$ cat config.mk
export PLATFORM = sky130hd
export DESIGN_NAME = data_mover_bram
export DESIGN_NICKNAME = d
export VERILOG_FILES = /design/src/rtl/data_mover_bram_pkg.sv /design/src/rtl/data_mover_bram_mac_lane.sv /design/src/rtl/data_mover_bram.sv
export SDC_FILE = /design/constraint.sdc
export NUM_CORES = 1
export LEC_CHECK = 0
export BUFFER_PORTS_ARGS = -buffer_cell sky130_fd_sc_hd__buf_4
export CAP_MARGIN = 15
export CORE_MARGIN = 2
export CORE_UTILIZATION = 39
export CTS_CLUSTER_DIAMETER = 50
export CTS_CLUSTER_SIZE = 8
export DETAILED_ROUTE_END_ITERATION = 10
export PLACE_DENSITY = 0.66
export SLEW_MARGIN = 10
export SYNTH_ARGS = -nofsm -noshare
export SYNTH_HDL_FRONTEND = slang
export SYNTH_HIERARCHICAL = 1
export SYNTH_SLANG_ARGS = --single-unit
$ cat constraint.sdc
create_clock -name clk -period 5.31 [get_ports clk]
set_input_delay 0.2655 -clock clk [delete_from_list [all_inputs] [get_ports clk]]
set_output_delay 0.2655 -clock clk [all_outputs]
set_load 0.05 [all_outputs]
$ cat src/rtl/data_mover_bram_pkg.sv
// Shared widths, state encoding and lane helper
// for the BRAM-fed four-lane dot-product mover.
package data_mover_bram_pkg;

  localparam int CNT_BIT_D       = 31;
  localparam int DWIDTH_D        = 32;
  localparam int AWIDTH_D        = 12;
  localparam int MEM_SIZE_D      = 4096;
  localparam int IN_DATA_WITDH_D = 8;
  localparam int NUM_CORE        = 4;

  typedef enum logic [1:0] {
    S_IDLE,
    S_RUN,
    S_DRAIN,
    S_DONE
  } state_t;

  // Lane j takes the j-th byte counted from the MSB end.
  function automatic logic [IN_DATA_WITDH_D-1:0] lane_byte(
    input logic [DWIDTH_D-1:0] w,
    input int                  j
  );
    return w[DWIDTH_D-1-IN_DATA_WITDH_D*j -: IN_DATA_WITDH_D];
  endfunction

endpackage

$ cat src/rtl/data_mover_bram_mac_lane.sv
// One 8x8 unsigned multiply register feeding
// a wrapping accumulator.
module data_mover_mac_lane #(
  parameter int IW = 8,
  parameter int DW = 32
) (
  input  logic          clk,
  input  logic          rst,
  input  logic          clr,
  input  logic          mul_en,
  input  logic          acc_en,
  input  logic [IW-1:0] a,
  input  logic [IW-1:0] b,
  output logic [DW-1:0] acc
);

  logic [2*IW-1:0] prod;

  // Product stage then accumulate; clr wipes both.
  always_ff @(posedge clk) begin
    if (rst || clr) begin
      prod <= '0;
      acc  <= '0;
    end else begin
      if (mul_en)
        prod <= {{IW{1'b0}}, a} * {{IW{1'b0}}, b};
      if (acc_en)
        acc <= acc + DW'(prod);
    end
  end

endmodule

$ cat src/rtl/data_mover_bram.sv
// Reads N word pairs from two BRAMs and forms
// four byte-lane unsigned dot products.
import data_mover_bram_pkg::*;

module data_mover_bram #(
  parameter int CNT_BIT       = CNT_BIT_D,
  parameter int DWIDTH        = DWIDTH_D,
  parameter int AWIDTH        = AWIDTH_D,
  parameter int MEM_SIZE      = MEM_SIZE_D,
  parameter int IN_DATA_WITDH = IN_DATA_WITDH_D
) (
  input  logic               clk,
  input  logic               reset_n,
  input  logic               i_run,
  input  logic [CNT_BIT-1:0] i_num_cnt,
  output logic               o_idle,
  output logic               o_read,
  output logic               o_write,
  output logic               o_done,
  output logic [AWIDTH-1:0]  addr_b0,
  output logic               ce_b0,
  output logic               we_b0,
  output logic [DWIDTH-1:0]  d_b0,
  input  logic [DWIDTH-1:0]  q_b0,
  output logic [AWIDTH-1:0]  addr_b1,
  output logic               ce_b1,
  output logic               we_b1,
  output logic [DWIDTH-1:0]  d_b1,
  input  logic [DWIDTH-1:0]  q_b1,
  output logic [DWIDTH-1:0]  result_0,
  output logic [DWIDTH-1:0]  result_1,
  output logic [DWIDTH-1:0]  result_2,
  output logic [DWIDTH-1:0]  result_3
);

  state_t             state;
  logic [CNT_BIT-1:0] n_reg;
  logic [CNT_BIT-1:0] cnt;
  logic               drain;
  logic               rd_v;
  logic               mul_v;
  logic               run_acc;
  logic [DWIDTH-1:0]  res [NUM_CORE];

  assign run_acc = (state == S_IDLE) && i_run;

  // Control FSM with registered status outputs.
  always_ff @(posedge clk) begin
    if (reset_n) begin
      state  <= S_IDLE;
      n_reg  <= '0;
      cnt    <= '0;
      drain  <= 1'b0;
      o_idle <= 1'b1;
      o_read <= 1'b0;
      o_done <= 1'b0;
    end else begin
      unique case (state)
        S_IDLE: begin
          o_done <= 1'b0;
          if (i_run) begin
            n_reg  <= i_num_cnt;
            cnt    <= '0;
            o_idle <= 1'b0;
            if (i_num_cnt == '0) begin
              state  <= S_DONE;
              o_done <= 1'b1;
            end else begin
              state  <= S_RUN;
              o_read <= 1'b1;
            end
          end
        end
        S_RUN: begin
          if (cnt == n_reg - CNT_BIT'(1)) begin
            state  <= S_DRAIN;
            o_read <= 1'b0;
            drain  <= 1'b0;
          end else begin
            cnt <= cnt + CNT_BIT'(1);
          end
        end
        S_DRAIN: begin
          if (drain) begin
            state  <= S_DONE;
            o_done <= 1'b1;
          end else begin
            drain <= 1'b1;
          end
        end
        S_DONE: begin
          state  <= S_IDLE;
          o_done <= 1'b0;
          o_idle <= 1'b1;
        end
        default: state <= S_IDLE;
      endcase
    end
  end

  // Valid pipe: BRAM data, then product register.
  always_ff @(posedge clk) begin
    if (reset_n || run_acc) begin
      rd_v  <= 1'b0;
      mul_v <= 1'b0;
    end else begin
      rd_v  <= o_read;
      mul_v <= rd_v;
    end
  end

  assign o_write = mul_v;

  assign addr_b0 = cnt[AWIDTH-1:0];
  assign addr_b1 = cnt[AWIDTH-1:0];
  assign ce_b0   = o_read;
  assign ce_b1   = o_read;
  assign we_b0   = 1'b0;
  assign we_b1   = 1'b0;
  assign d_b0    = '0;
  assign d_b1    = '0;

  for (genvar j = 0; j < NUM_CORE; j++) begin : g_lane
    data_mover_mac_lane #(
      .IW (IN_DATA_WITDH),
      .DW (DWIDTH)
    ) u_lane (
      .clk    (clk),
      .rst    (reset_n),
      .clr    (run_acc),
      .mul_en (rd_v),
      .acc_en (mul_v),
      .a      (lane_byte(q_b0, j)),
      .b      (lane_byte(q_b1, j)),
      .acc    (res[j])
    );
  end

  assign result_0 = res[0];
  assign result_1 = res[1];
  assign result_2 = res[2];
  assign result_3 = res[3];

endmodule

==> qor.yml <==
floorplan:
  core_area_mm2: 0.0627
  die_w_um: 255
  die_h_um: 255
  start_util: 0.393
  rows: 92
  ios: 322
  die_area_mm2: 0.0652
clock_network:
  cts_buffers: 50
  clock_path_buffers: 3
  cts_max_level: 2
  cts_resized: 0
  clock_latency_ns: 0.57
  cts_root_buffer: "clkbuf_16"
  cts_sinks: 262
  clk_pin_slew_ns: 0.04
  cts_tree: "yes"
cells_and_area:
  drive_gt1_frac: 0.130
  top_regs: "g_lane.u_lane/acc: 128 flops, g_lane.u_lane/prod: 64 flops"
  nNetsFinal: 3655
  top_register: "g_lane.u_lane/acc"
  final_common_cell: "nand2_1"
  final_cell_mix: "nand2_1, buf_4, dfxtp_1, inv_1, ha_1"
  area_growth_pct: 16.8
  largest_reg_flops: 128
detailed_routing:
  ant_nets: 0
  vias_per_cell: 5.25
  avgRoutedWirePerCell_um: 15.6
  route.detailed.drc: 0
  initialDrtViolationCount: 1029
  dr.pass1.iters: 5
  vias: 21300
  wl_mm: 63.3
placed_design:
  gp_congestion: 0.911
  dp_slack_ns: 0.717
  place_hpwl_mm: 48.1
  port_buffers: 255
setup_path:
  cp-end-kind: "flip-flop"
  worstSetupPathType: "primary input to flip-flop"
  worstPathMaxFanout: 8
  crit_family: "adder cells"
  startpoint_type: "primary input"
  slowest_delay_ns: 0.55
  crit_chain: "buf_4 -> and2_1 -> fa_1 -> fa_1 -> fa_1 -> inv_1 -> fa_1 -> inv_1 -> ha_1 -> or3_1 -> o221ai_1 -> a21oi_1 -> a221oi_1 -> nor4_1 -> a311o_1"
  cp.arrival_ns: 4.45
  cpMaxStageDelayCell: "fa_1"
  cp.required_ns: 5.76
  path_buf_inv: 3
  crit_path_frequent_cell: "fa_1"
  reg2reg_slack_ns: 1.66
global_routing:
  grt_pass1_wl_mm: 105
  overflow: 0
  track_usage: 0.191
  grt_max_degree: 64
  first_global_vias: 20600
  antenna_found_initial: 0
sta:
  worst_pin_slew_ns: 1.05
  relSlewSlack: 0.297
  hold_viol: 0
  period_minus_slack_ns: 4.01
  period_share: 0.755
  skew_ns: 0.0192
  worst_slack_ns: 1.30
  max_freq_ghz: 0.250
  setup_violations: 0
  slew_violations: 0
  rsz0062_at_grt: "false"
  fin_setup_tns_ns: 0
synth:
  ys.flop_type: "dfxtp_1"
  synth-seq-area-share: 0.213
  synth_cells: 2953
  synthArstFlopShare: 0
  ys_warn_count: 6
  syn_avg_cell_area_um2: 8.34
  synth-edff-count: 0
  synth_seq_cells: 262
  synth_area_mm2: 0.0246
  synth_cell_type_count: 114
flow_run:
  drv_cap: 0
power:
  power.leakage_nw: 12.6
  peakVddDrop_mv: 0.271
  power.density_mw_per_mm2: 320
hold_path:
  min_path_type: "primary input to flip-flop"
outcome:
  status: "finished, final reports clean"
[cell usage after synthesis (all sizes together) (29+ instances only)]
library cell  instances  area share
o21ai               109       0.022
nand2b               29      0.0074
and2                210       0.054
or4                  34       0.011
nor3                 40      0.0083
nor2                175       0.027
or3                  49       0.012
nand4                60       0.016
xor2                 55       0.020
a21oi               204       0.042
nand3                81       0.017
ha                  215        0.11
dfxtp               262        0.21
o31ai                32       0.011
a21o                 35       0.011
mux2i                79       0.032
clkbuf               61       0.011
xnor2                76       0.027
inv                 255       0.039
buf                 118       0.034
fa                  148        0.12
nand2               294       0.045
[layer usage]
metal  GRT usage  routed length (um)
met1       0.253               28700
met2       0.317               29600
met3      0.0382                3670
met4      0.0477                1310
met5           0                   0
[through the flow]
stage	total power [mW]	cell area (um^2)	utilization	std cells	hold slack, ns
finish	9.22	28800	0.459	4067	0.0598
global placement	6.13	26800	0.428	3951	0.457
detailed placement	6.16	26800	0.428	3951	0.463
global route	9.94	28800	0.459	4066	0.0291
floorplan	5.32	24900	-	3018	0.399
CTS	9.33	28800	0.459	4066	0.0147
[power by group]
| part | switching, mW | internal (mW) | total, mW |
|---|---|---|---|
| registers | 0.163 | 2.09 | 2.25 |
| logic | 2.35 | 1.55 | 3.90 |
| clock network | 1.07 | 1.99 | 3.06 |
[logic make-up (layout without fill, tap and decap cells)]
family,count (synthesis),after routing,synth area share
other,1,67,0.000152
XOR/XNOR,131,131,0.0466
multiplexers,81,81,0.0330
flip-flops,262,262,0.213
AO/OA/AOI/OAI,558,558,0.149
buffers and inverters,436,638,0.0845
AND/OR/NAND/NOR,1121,1121,0.244
adder cells (fa/ha/maj),363,363,0.229
[tightest hold or removal path: cells and delay by family]
kind / cells / cell delay [ns]
compound gates: 1 / 0.07
buf+inv: 1 / 0.14
simple gates: 1 / 0.09
[path summary, 6_finish.rpt]
| kind | from | cells after the start | endpoint |
|---|---|---|---|
| max | q_b1[23] | 15 | g_lane[1].u_lane/prod[14] |
| min | q_b1[0] | 3 | g_lane[3].u_lane/prod[0] |
| max reg2reg | n_reg[0] | 10 | cnt[25] |
| min reg2reg | g_lane[1].u_lane/prod[7] | 2 | g_lane[1].u_lane/prod[7] |
[final cells by class]
| type | count | area (um^2) |
|---|---|---|
| diodes | 1 | 2.50 |
| clock buffers | 56 | 1320 |
| clock inverters | 22 | 269 |
| fillers | 6211 | 34000 |
| inverters | 257 | 965 |
| multi-input cells | 2320 | 17600 |
| flip-flops and latches | 262 | 5250 |
| well taps | 846 | 1060 |
| repair buffers | 303 | 2370 |
[repair_timing]
| action | in CTS | in global routing |
|---|---|---|
| setup buffers | 0 | 0 |
| endpoints found under the hold margin | 34 | 0 |
| hold buffers | 37 | 0 |
Note: power is estimated with default switching activity, not from simulation.
